File: config.mk
export PLATFORM = sky130hd
export DESIGN_NAME = bus_fabric_flat
export DESIGN_NICKNAME = d
export VERILOG_FILES = /design/src/rtl/bus_fabric_if.sv /design/src/rtl/bus_fabric.sv /design/src/flat_wrapper.sv
export SDC_FILE = /design/constraint.sdc
export NUM_CORES = 1
export LEC_CHECK = 0
export CELL_PAD_IN_SITES_DETAIL_PLACEMENT = 1
export CELL_PAD_IN_SITES_GLOBAL_PLACEMENT = 1
export CORE_MARGIN = 2
export CORE_UTILIZATION = 31
export CTS_CLUSTER_DIAMETER = 150
export CTS_CLUSTER_SIZE = 16
export DETAILED_ROUTE_END_ITERATION = 7
export DONT_BUFFER_PORTS = 1
export PLACE_DENSITY_LB_ADDON = 0.1
export SKIP_CTS_REPAIR_TIMING = 1
export SLEW_MARGIN = 20
export SYNTH_ARGS = -nofsm -noshare
export SYNTH_HDL_FRONTEND = slang
export SYNTH_SLANG_ARGS = --single-unit
File: constraint.sdc
create_clock -name i_clk -period 3.7 [get_ports i_clk]
set_input_delay 0.74 -clock i_clk [delete_from_list [all_inputs] [get_ports i_clk]]
set_output_delay 0.74 -clock i_clk [all_outputs]
set_load 0.02 [all_outputs]
File: src/rtl/bus_fabric_if.sv
// Bus driver channels and contention status for bus_fabric.
// The fabric takes the slave view; the bus owner takes the master view.
interface bus_fabric_if #(
    parameter int WIDTH   = 8,
    parameter int DRIVERS = 6,
    parameter int CNT_W   = 8
);
    logic [DRIVERS*WIDTH-1:0] i_drvData;
    logic [DRIVERS-1:0]       i_drvNOe;
    logic                     i_clearErr;
    logic [WIDTH-1:0]         o_bus;
    logic                     o_busValid;
    logic                     o_contention;
    logic [DRIVERS-1:0]       o_contentionSrc;
    logic [CNT_W-1:0]         o_contentionCount;

    modport master (
        output i_drvData,
        output i_drvNOe,
        output i_clearErr,
        input  o_bus,
        input  o_busValid,
        input  o_contention,
        input  o_contentionSrc,
        input  o_contentionCount
    );

    modport slave (
        input  i_drvData,
        input  i_drvNOe,
        input  i_clearErr,
        output o_bus,
        output o_busValid,
        output o_contention,
        output o_contentionSrc,
        output o_contentionCount
    );
endinterface

File: src/rtl/bus_fabric.sv
// Wired-OR shared bus with keeper and contention tracking,
// plus a halt/run/single-step controller driving a core clock enable.
module bus_fabric #(
    parameter int WIDTH              = 8,
    parameter int DRIVERS            = 6,
    parameter int CNT_W              = 8,
    parameter bit HALT_ON_CONTENTION = 1'b1,
    parameter bit RESET_HALTED       = 1'b0
) (
    input  logic        i_clk,
    input  logic        i_nReset,
    bus_fabric_if.slave bus,
    input  logic        i_ctrlHlt,
    input  logic        i_button,
    input  logic        i_stepMode,
    output logic        o_clkEn,
    output logic [1:0]  o_state
);

    typedef enum logic [1:0] {
        S_RUN  = 2'd0,
        S_HALT = 2'd1,
        S_STEP = 2'd2
    } state_t;

    localparam state_t RST_STATE = RESET_HALTED ? S_HALT : S_RUN;
    localparam logic [DRIVERS-1:0] EN_ONE = {{(DRIVERS-1){1'b0}}, 1'b1};
    localparam logic [CNT_W-1:0] CNT_ONE = {{(CNT_W-1){1'b0}}, 1'b1};
    localparam logic [CNT_W-1:0] CNT_MAX = '1;

    logic [DRIVERS-1:0] en;
    logic               any_en;
    logic               multi_en;
    logic               one_en;
    logic [WIDTH-1:0]   or_bus;
    logic               event_w;
    logic               press;

    logic [WIDTH-1:0]   keeper_q, keeper_d;
    logic               cont_q, cont_d;
    logic [DRIVERS-1:0] src_q, src_d;
    logic [CNT_W-1:0]   cnt_q, cnt_d;
    logic               sync0_q, sync1_q, prev_q;
    state_t             state_q, state_d;

    // Active set; clearing the lowest set bit leaves something iff 2+ drivers.
    assign en       = ~bus.i_drvNOe;
    assign any_en   = |en;
    assign multi_en = |(en & (en - EN_ONE));
    assign one_en   = any_en & ~multi_en;

    // Wired-OR of every enabled channel.
    always_comb begin
        or_bus = '0;
        for (int k = 0; k < DRIVERS; k++) begin
            if (en[k]) begin
                or_bus = or_bus | bus.i_drvData[k*WIDTH +: WIDTH];
            end
        end
    end

    assign bus.o_bus             = any_en ? or_bus : keeper_q;
    assign bus.o_busValid        = one_en;
    assign bus.o_contention      = cont_q;
    assign bus.o_contentionSrc   = src_q;
    assign bus.o_contentionCount = cnt_q;

    // Contention only counts while the core is actually clocked.
    assign event_w = multi_en & o_clkEn;
    assign press   = sync1_q & ~prev_q;

    // Keeper and contention status; a new event beats a same-edge clear.
    always_comb begin
        keeper_d = one_en ? or_bus : keeper_q;
        cont_d   = cont_q;
        src_d    = src_q;
        cnt_d    = cnt_q;
        if (event_w) begin
            cont_d = 1'b1;
            if (!cont_q || bus.i_clearErr) begin
                src_d = en;
            end
            if (bus.i_clearErr) begin
                cnt_d = CNT_ONE;
            end else if (cnt_q != CNT_MAX) begin
                cnt_d = cnt_q + CNT_ONE;
            end
        end else if (bus.i_clearErr) begin
            cont_d = 1'b0;
            src_d  = '0;
            cnt_d  = '0;
        end
    end

    // Keeper and contention status registers.
    always_ff @(posedge i_clk or negedge i_nReset) begin
        if (!i_nReset) begin
            keeper_q <= '0;
            cont_q   <= 1'b0;
            src_q    <= '0;
            cnt_q    <= '0;
        end else begin
            keeper_q <= keeper_d;
            cont_q   <= cont_d;
            src_q    <= src_d;
            cnt_q    <= cnt_d;
        end
    end

    // Two-flop button synchronizer plus edge-detect history.
    always_ff @(posedge i_clk or negedge i_nReset) begin
        if (!i_nReset) begin
            sync0_q <= 1'b0;
            sync1_q <= 1'b0;
            prev_q  <= 1'b0;
        end else begin
            sync0_q <= i_button;
            sync1_q <= sync0_q;
            prev_q  <= sync1_q;
        end
    end

    // Run-control next state; RUN priority is halt, contention, step.
    always_comb begin
        state_d = state_q;
        case (state_q)
            S_RUN: begin
                if (i_ctrlHlt) begin
                    state_d = S_HALT;
                end else if (HALT_ON_CONTENTION && event_w) begin
                    state_d = S_HALT;
                end else if (i_stepMode) begin
                    state_d = S_HALT;
                end
            end
            S_HALT: begin
                if (press) begin
                    state_d = i_stepMode ? S_STEP : S_RUN;
                end
            end
            S_STEP:  state_d = S_HALT;
            default: state_d = S_HALT;
        endcase
    end

    // Run-control state register.
    always_ff @(posedge i_clk or negedge i_nReset) begin
        if (!i_nReset) begin
            state_q <= RST_STATE;
        end else begin
            state_q <= state_d;
        end
    end

    assign o_clkEn = (state_q != S_HALT);
    assign o_state = state_q;

endmodule

File: src/flat_wrapper.sv
// flat-port wrapper written by rule: the top's interface ports become plain ports
module bus_fabric_flat 
#(
    parameter int WIDTH              = 8,
    parameter int DRIVERS            = 6,
    parameter int CNT_W              = 8,
    parameter bit HALT_ON_CONTENTION = 1'b1,
    parameter bit RESET_HALTED       = 1'b0
)
  (i_clk, i_nReset, i_ctrlHlt, i_button, i_stepMode, o_clkEn, o_state, bus_i_drvData, bus_i_drvNOe, bus_i_clearErr, bus_o_bus, bus_o_busValid, bus_o_contention, bus_o_contentionSrc, bus_o_contentionCount);
  bus_fabric_if #(.WIDTH(WIDTH), .DRIVERS(DRIVERS), .CNT_W(CNT_W)) bus_i ();
  input  logic i_clk;
  input  logic i_nReset;
  input  logic i_ctrlHlt;
  input  logic i_button;
  input  logic i_stepMode;
  output logic o_clkEn;
  output logic [1:0] o_state;
  input wire logic [$bits(bus_i.i_drvData)-1:0] bus_i_drvData;
  input wire logic [$bits(bus_i.i_drvNOe)-1:0] bus_i_drvNOe;
  input wire logic [$bits(bus_i.i_clearErr)-1:0] bus_i_clearErr;
  output wire logic [$bits(bus_i.o_bus)-1:0] bus_o_bus;
  output wire logic [$bits(bus_i.o_busValid)-1:0] bus_o_busValid;
  output wire logic [$bits(bus_i.o_contention)-1:0] bus_o_contention;
  output wire logic [$bits(bus_i.o_contentionSrc)-1:0] bus_o_contentionSrc;
  output wire logic [$bits(bus_i.o_contentionCount)-1:0] bus_o_contentionCount;
  assign bus_i.i_drvData = bus_i_drvData;
  assign bus_i.i_drvNOe = bus_i_drvNOe;
  assign bus_i.i_clearErr = bus_i_clearErr;
  assign bus_o_bus = bus_i.o_bus;
  assign bus_o_busValid = bus_i.o_busValid;
  assign bus_o_contention = bus_i.o_contention;
  assign bus_o_contentionSrc = bus_i.o_contentionSrc;
  assign bus_o_contentionCount = bus_i.o_contentionCount;
  bus_fabric #(.WIDTH(WIDTH), .DRIVERS(DRIVERS), .CNT_W(CNT_W), .HALT_ON_CONTENTION(HALT_ON_CONTENTION), .RESET_HALTED(RESET_HALTED)) u_core (.i_clk(i_clk), .i_nReset(i_nReset), .bus(bus_i), .i_ctrlHlt(i_ctrlHlt), .i_button(i_button), .i_stepMode(i_stepMode), .o_clkEn(o_clkEn), .o_state(o_state));
endmodule
==> metrics, run 1 <==
sequential share of the synthesized area=approximately 40%; fraction of layout cells with a size suffix above 1=13.2%; # fillers=between 600 and 700; # nets final=~230; Final WS setup=1170 ps; via count=1,445; clk buf depth=2; DRC viols=0; Yosys cell types=43; hpwl dp=~3800 um; synth top area cells=dfrtp_1, a22oi_1, mux2_2; Yosys top cell area share=40.0%; Layout Skew=between 7 and 8 ps; classification of the worst setup path=in -> out; Via density=6.05; dpl ws=roughly 1100 ps; combinational power share=approximately 16%; Hold Path Class=in -> async; most common cell after layout, fill and taps aside=dfrtp_1; CTS clk-pin slew, worst paths=110 ps; Layout area overhead=5.78%; Die ar.=roughly 0.0063 mm2; Worst setup EP type=output port; largest net degree at the start of global routing=29; prevailing post-synth register cell=dfrtp_1; most frequent cells in the layout=dfrtp_1, a22oi_1, nand3_1, nand2b_1; Mapped Avg Cell Area=between 10 and 15 um2; WL/cell=20.8 um; cts bufs inserted=3; DIE HEIGHT=approximately 79 um; Clock Root Buffer=clkbuf_8; CP Max Fanout=10; crit path time final=between 2000 and 3000 ps; Rel. slew slack=between 40 and 50%; switching power share of the total=approximately 28%; Pwr Density=a little under 400 mW/mm2; post-route insts no fill=239; Post-Layout Inst Area=between 0.0015 and 0.002 mm2; asr flop ratio synth=100%; RSZ-0062 raised after global routing=no; net switching power=between 200 and 250 uW; GRT overflow=0; Area after DPL=~0.0018 mm2; n_diodes=0; final hold vios=0; initial antenna violation count=0; CTS tree=done; final setup fails=0; peak supply drop=between 0.2 and 0.25 mV; Synth Instances=around 170; cell row count=27; All-Layer GR Usage=around 16%; max-cap violations=0; max-slew violation count=0; die width=a little under 80 um; global-route wire length before repair=around 7800 um; internal power=around 530 uW; Min Hold Slack=138 ps; Clk network pwr share=around a third; Seq cells post-synth=28; Synth Cell Area=between 0.0015 and 0.002 mm2; fin crit share=68.4%; Syn Nets=between 200 and 250; WP data required=about 3000 ps; Synth warnings=0; LEAKAGE=roughly 0.00075 uW; Multi-input gate area=around 960 um2; 1st-iter DRT viols=56; RePlAce Congestion=around 0.8; PortBufs=0; Worst EP arrival=between 1500 and 2000 ps; H-tree Lvls=1; # IOs=just under 90; drt pass-1 iters=4; post-synth top area cell=dfrtp_1; worst-skew pair later-pin latency=around 280 ps; Reg power frac=50.7%; Worst-Margin Slew=833 ps; Post-synth EDFFs=0; Inst Count DP=~240; Register Area=about 700 um2; final WL=a little under 5000 um; CP startpoint kind=input pin; vias in the first global route=about 1,500; Core Region=~0.0055 mm2; Clock Sinks=28; Initial Utilization=between 30% and 40%; setup tns final=0 ps; DRT antenna net count=0; Peak Freq=between 300 and 400 MHz; outcome=finished, final reports clean
cell families after synthesis:
logic type	after synthesis	share of synthesized area, %
AND/OR/NAND/NOR	53	19.1
AO/OA/AOI/OAI	51	21.8
flip-flops	28	40.0
multiplexers	19	11.9
buffers and inverters	18	5.35
adder cells (fa/ha/maj)	2	1.36
XOR/XNOR	1	0.500
synth_stat cells, drive strengths merged (2+ instances only):
library cell	n
dfrtp	28
a22oi	24
nand3	13
mux2	12
nand2b	11
a21o	8
mux2i	7
inv	6
clkbuf	5
nor2b	5
nor4	5
buf	4
nand2	4
nor2	4
o21ai	4
a21oi	3
clkinv	3
o211ai	3
and4	2
nand4	2
nor3	2
o31ai	2
or4	2
layer usage:
layer,vias up,routed length [um],track usage (%),part of all wire (%)
met1,750,2240,21.4,45
met3,4,350,4.43,7.0
met4,0,25,3.79,0.50
li1,644,-,-,-
met5,-,0,0,0
met2,47,2350,25.0,47
per-stage QoR:
step / power, uW / util (%)
finish: 732 / 33.9
global route: 774 / 33.9
CTS: 744 / 33.9
detailed placement: 493 / 32.6
global placement: 488 / 32.6
floorplan: 477 / -
path summary, 6_finish.rpt:
check	from	end	slack [ps]	cells after the start
min	i_nReset	u_core.bus.o_contentionCount[3]	140	0
max in group asynchronous	i_nReset	u_core.keeper_q[5]	3470	0
max reg2reg	u_core.o_state[1]	u_core.bus.o_contentionSrc[1]	1700	4
max	bus_i_drvNOe[4]	bus_o_busValid	1170	4
min in group i_clk	u_core.sync0_q	u_core.sync1_q	360	0
min reg2reg	u_core.sync0_q	u_core.sync1_q	360	0
final cells by class:
type	count	area share, %
Multi-Input combinational cell	126	51.7
Sequential cell	28	37.8
Tap cell	72	4.86
Clock buffer	3	2.23
Inverter	9	1.82
Clock inverter	1	1.62
state kept, by name (all words and copies together) (netlist names):
register                      count
u_core.prev_q                     1
u_core.keeper_q                   8
u_core.bus.o_contentionCount      8
u_core.sync1_q                    1
u_core.o_state                    2
u_core.sync0_q                    1
u_core.bus.o_contentionSrc        6
u_core.bus.o_contention           1
power by group through the flow:
stage,clock network [uW],registers (uW),logic (uW)
after floorplan,0,370,107
after global placement,0,376,112
after detailed placement,0,377,116
after CTS,257,371,116
after global routing,271,376,127
final,247,371,115
critical path, stage by stage:
cell and delay [ps]:
clkinv_1 260, a211oi_1 340, o21ai_2 230, inv_1 220
Power figures use the tool's default switching activity.
==> run 2, diff against run 1 <==
clock period = 2.4 ns   (was 3.7 ns; I/O delays follow)
==> run 2 against run 1 <==
Effect of this change:
- sequential share of layout area decreased by 0.55 points
- first-iteration DRC count decreased by 8.9%
- count of clock-buffer cells in the layout unchanged
- setup slack got worse by 850 ps
- core utilization increased by 0.50 points
- sequential power increased by 54%
- clock power increased by 53%
- final cell count increased by 0.84%
- power increased by 56%
- non-clock buffer count increased by 2
==> metrics, run 2 (synthesized netlist as in run 1, its figures left out) <==
outcome=finished, final reports clean (unchanged); largest net degree at the start of global routing=29 (unchanged); CP Max Fanout=10 (unchanged); cts bufs inserted=3 (unchanged); Worst EP arrival=1610 ps (was 1790 ps); classification of the worst setup path=in -> out (unchanged); Register Area=701 um2 (unchanged); WL/cell=21.0 um (was 20.8 um); Rel. slew slack=61.9% (was 44.5%); final WL=5070 um (was 4970 um); # fillers=640 (was 649); PortBufs=0 (unchanged); cell row count=27 (unchanged); drt pass-1 iters=4 (unchanged); final hold vios=0 (unchanged); hpwl dp=3930 um (was 3780 um); n_diodes=0 (unchanged); max-slew violation count=0 (unchanged); clk buf depth=2 (unchanged); DRT antenna net count=0 (unchanged); CP startpoint kind=input pin (unchanged); CTS tree=done (unchanged); Min Hold Slack=9.96 ps (was 138 ps); Clock Sinks=28 (unchanged); global-route wire length before repair=8190 um (was 7760 um); # nets final=231 (was 229); # IOs=87 (unchanged); most common cell after layout, fill and taps aside=dfrtp_1 (unchanged); Core Region=0.00547 mm2 (unchanged); Multi-input gate area=958 um2 (unchanged); Via density=5.83 (was 6.05); fin crit share=between 80% and 90%; fraction of layout cells with a size suffix above 1=14.2% (was 13.2%); most frequent cells in the layout=dfrtp_1, a22oi_1, nand3_1, nand2b_1 (unchanged); Hold Path Class=in -> async (unchanged); Peak Freq=479 MHz; vias in the first global route=1,520 (was 1,479); final setup fails=0 (unchanged); 1st-iter DRT viols=51 (was 56); GRT overflow=0 (unchanged); Clock Root Buffer=clkbuf_8 (unchanged); die width=79.2 um (unchanged); LEAKAGE=0.000768 uW (was 0.000754 uW); CTS clk-pin slew, worst paths=100 ps (was 110 ps); setup tns final=0 ps (unchanged); via count=1,404 (was 1,445); Layout area overhead=7.35% (was 5.78%); worst-skew pair later-pin latency=270 ps (was 280 ps); max-cap violations=0 (unchanged); Worst-Margin Slew=572 ps (was 833 ps); initial antenna violation count=0 (unchanged); All-Layer GR Usage=16.5% (was 15.8%); DRC viols=0 (unchanged); crit path time final=2090 ps; Die ar.=0.00627 mm2 (unchanged); WP data required=1920 ps (was 2960 ps); peak supply drop=0.299 mV (was 0.226 mV); RSZ-0062 raised after global routing=no (unchanged); Worst setup EP type=output port (unchanged); DIE HEIGHT=79.2 um (unchanged); Pwr Density=606 mW/mm2 (was 395 mW/mm2); Layout Skew=5.90 ps (was 7.29 ps); RePlAce Congestion=0.679 (was 0.785); H-tree Lvls=1 (unchanged); Initial Utilization=32.0% (unchanged); reg-to-reg slack, setup=420 ps (was 1700 ps)
==> run 2: cell types whose count changed in the layout (fill, tap and decap cells not counted) <==
cell	delta
buf_12	+1
buf_4	+1
==> run 2: stage by stage <==
step                cells  total power [uW]  utilization (%)  setup slack (ps)  area, um2
global placement      236               755             32.7               436       1790
global route          241              1210             34.4               216       1880
CTS                   240              1150             34.0               262       1860
detailed placement    236               764             32.7               263       1790
floorplan             172               736                -               432       1750
finish                241              1140             34.4               314       1880
==> run 2: worst paths after layout <==
path / endpoint / depth (start not counted) / startpoint
max reg2reg: u_core.bus.o_contentionSrc[4] / 4 / u_core.o_state[1]
max: bus_o_busValid / 4 / bus_i_drvNOe[4]
max in group asynchronous: u_core.keeper_q[5] / 1 / i_nReset
min: u_core.bus.o_contentionCount[5] / 1 / i_nReset
min in group i_clk: u_core.sync0_q / 0 / i_button
min reg2reg: u_core.sync1_q / 0 / u_core.sync0_q
==> run 2: layout make-up <==
| type | instances | area share (%) |
|---|---|---|
| Clock buffer | 3 | 2.19 |
| Clock inverter | 1 | 1.60 |
| Multi-Input combinational cell | 126 | 50.9 |
| Timing Repair Buffer | 2 | 1.46 |
| Inverter | 9 | 1.80 |
| Sequential cell | 28 | 37.2 |
| Tap cell | 72 | 4.79 |
==> run 2: power by group <==
group	total (uW)	internal [uW]	switching [uW]
Sequential	572	516	56.4
Clock	377	223	154
Combinational	192	82.9	109
==> run 2: routing by layer <==
layer	part of all wire [%]	track usage, %	routed length [um]
met2	50	28.1	2520
met4	0.32	1.55	16
met5	0	0	0
met3	7.5	5.00	381
met1	42	21.5	2150
==> run 2: worst max-delay path, cell delays in order <==
cell and delay (ps):
clkinv_1 260, a211oi_1 390, o21ai_2 250, inv_1 220
==> run 3, diff against run 2 <==
CELL_PAD_IN_SITES_DETAIL_PLACEMENT = not set   (was 1)
CELL_PAD_IN_SITES_GLOBAL_PLACEMENT = not set   (was 1)
CTS_CLUSTER_DIAMETER = not set   (was 150)
PLACE_DENSITY_LB_ADDON = not set   (was 0.1)
==> run 3 against run 2 <==
Effect of this change:
- fmax up 10%
- die area is the same
- largest power group unchanged
- first-iteration DRC count is 92% higher
- power down 6.9%
==> metrics, run 3 (synthesized netlist as in run 1, its figures left out) <==
most frequent cells in the layout=dfrtp_1, a22oi_1, nand3_1, nand2b_1 (unchanged); Pwr Density=567 mW/mm2 (was 606 mW/mm2); post-route insts no fill=242 (was 241); crit path from=bus_i_drvNOe[4] (unchanged); RePlAce Congestion=0.789 (was 0.679); # nets final=232 (was 231); global-route wire length before repair=7620 um (was 8190 um); Clock Sinks=28 (unchanged); crit path time final=1900 ps (was 2090 ps); Clock Root Buffer=clkbuf_8 (unchanged); met3 WL=376 um (was 381 um); CP Max Fanout=10 (unchanged); classification of the worst setup path=in -> out (unchanged); crit path cell chain=clkinv_1, a211oi_1, o21ai_2, inv_1 (unchanged); CTS clk-pin slew, worst paths=100 ps (about the same); Rel. slew slack=63.7% (was 61.9%); Hold Path Class=in -> async (unchanged); Crit path largest cell delay=370 ps (was 390 ps); via count=1,395 (was 1,404); # IOs=87 (unchanged); # fillers=569 (was 640); Layout area overhead=6.85% (was 7.35%); max-cap violations=0 (unchanged); fraction of layout cells with a size suffix above 1=14.7% (was 14.2%); Worst setup EP type=output port (unchanged); n_diodes=0 (unchanged); Worst-Margin Slew=545 ps (was 572 ps); DIE HEIGHT=79.2 um (unchanged); worst-skew pair later-pin latency=280 ps (was 270 ps); outcome=finished, final reports clean (unchanged); 1st-iter DRT viols=98 (was 51); CTS tree=done (unchanged); met2 WL post-DR=2370 um (was 2520 um); most common cell after layout, fill and taps aside=dfrtp_1 (unchanged); cts bufs inserted=3 (unchanged); worst r2r src=u_core.o_state[1] (unchanged); setup tns final=0 ps (unchanged); LEAKAGE=0.000766 uW (was 0.000768 uW); max-slew violation count=0 (unchanged); Worst EP arrival=1420 ps (was 1610 ps); cell row count=27 (unchanged); Initial Utilization=32.0% (unchanged); fin crit share=79.0% (was 86.9%); PortBufs=0 (unchanged); Core Region=0.00547 mm2 (unchanged); H-tree Lvls=1 (unchanged); WP data required=1920 ps (about the same); Layout Skew=2.44 ps (was 5.90 ps); DRT antenna net count=0 (unchanged); worst reg-to-reg path cell count=4 (unchanged); final hold vios=0 (unchanged); Die ar.=0.00627 mm2 (unchanged); Inst Count DP=237 (was 236); uppermost layer routed=met4 (unchanged); WL/cell=19.7 um (was 21.0 um); Via density=5.76 (was 5.83); hpwl dp=3490 um (was 3930 um); All-Layer GR Usage=15.6% (was 16.5%); final WL=4780 um (was 5070 um); wl on met1=1970 um (was 2150 um); final setup fails=0 (unchanged); GRT overflow=0 (unchanged); drt pass-1 iters=6 (was 4); Crit-path slowest cell=a211oi_1 (unchanged); clk buf depth=2 (unchanged); DRC viols=0 (unchanged); peak supply drop=0.268 mV (was 0.299 mV); vias in the first global route=1,481 (was 1,520); RSZ-0062 raised after global routing=no (unchanged); initial antenna violation count=0 (unchanged); largest net degree at the start of global routing=29 (unchanged); CP startpoint kind=input pin (unchanged); Peak Freq=527 MHz (was 479 MHz); die width=79.2 um (unchanged)
## run 3: through the flow
stage / area (um2) / total power (uW) / hold WS (ps) / utilization (%) / setup slack, ps
2_1_floorplan: 1750 / 736 / 184 / - / 432
3_3_place_gp: 1800 / 751 / 185 / 32.9 / 502
3_5_place_dp: 1800 / 756 / 185 / 32.9 / 486
4_1_cts: 1850 / 1060 / -129 / 33.9 / 474
5_1_grt: 1870 / 1120 / 9.21 / 34.2 / 325
6_report: 1870 / 1060 / 8.88 / 34.2 / 504
## run 3: cell type report
class	count	area, um2	area share [%]
Multi-Input combinational cell	126	958	51.2
Inverter	9	33.8	1.80
Sequential cell	28	701	37.4
Clock buffer	4	55.1	2.94
Timing Repair Buffer	3	35.0	1.87
Tap cell	72	90.1	4.81
## run 3: report_power, final
| part | internal [uW] | switching [uW] |
|---|---|---|
| sequential | 516 | 52.9 |
| combinational | 84.1 | 105 |
| clock | 147 | 158 |
| total | 747 | 315 |
## run 3: path summary, 6_finish.rpt
kind                                                   end  slack, ps
setup reg to reg             u_core.bus.o_contentionSrc[4]        530
max in group asynchronous  u_core.bus.o_contentionCount[0]       2230
hold / removal                          u_core.keeper_q[1]          9
hold reg to reg                             u_core.sync1_q        360
min in group i_clk                          u_core.sync0_q        220
setup / recovery                            bus_o_busValid        500
## run 3: critical path: cells and delay by family
family          cells  cell delay (ps)
buf+inv             2              450
compound gates      2              490
## run 3: layer usage
metal | global-route usage (%) | vias to the layer above
met5 | 0 | -
met4 | 4.14 | 0
met3 | 3.98 | 7
met2 | 27.5 | 64
met1 | 18.7 | 672
li1 | - | 652
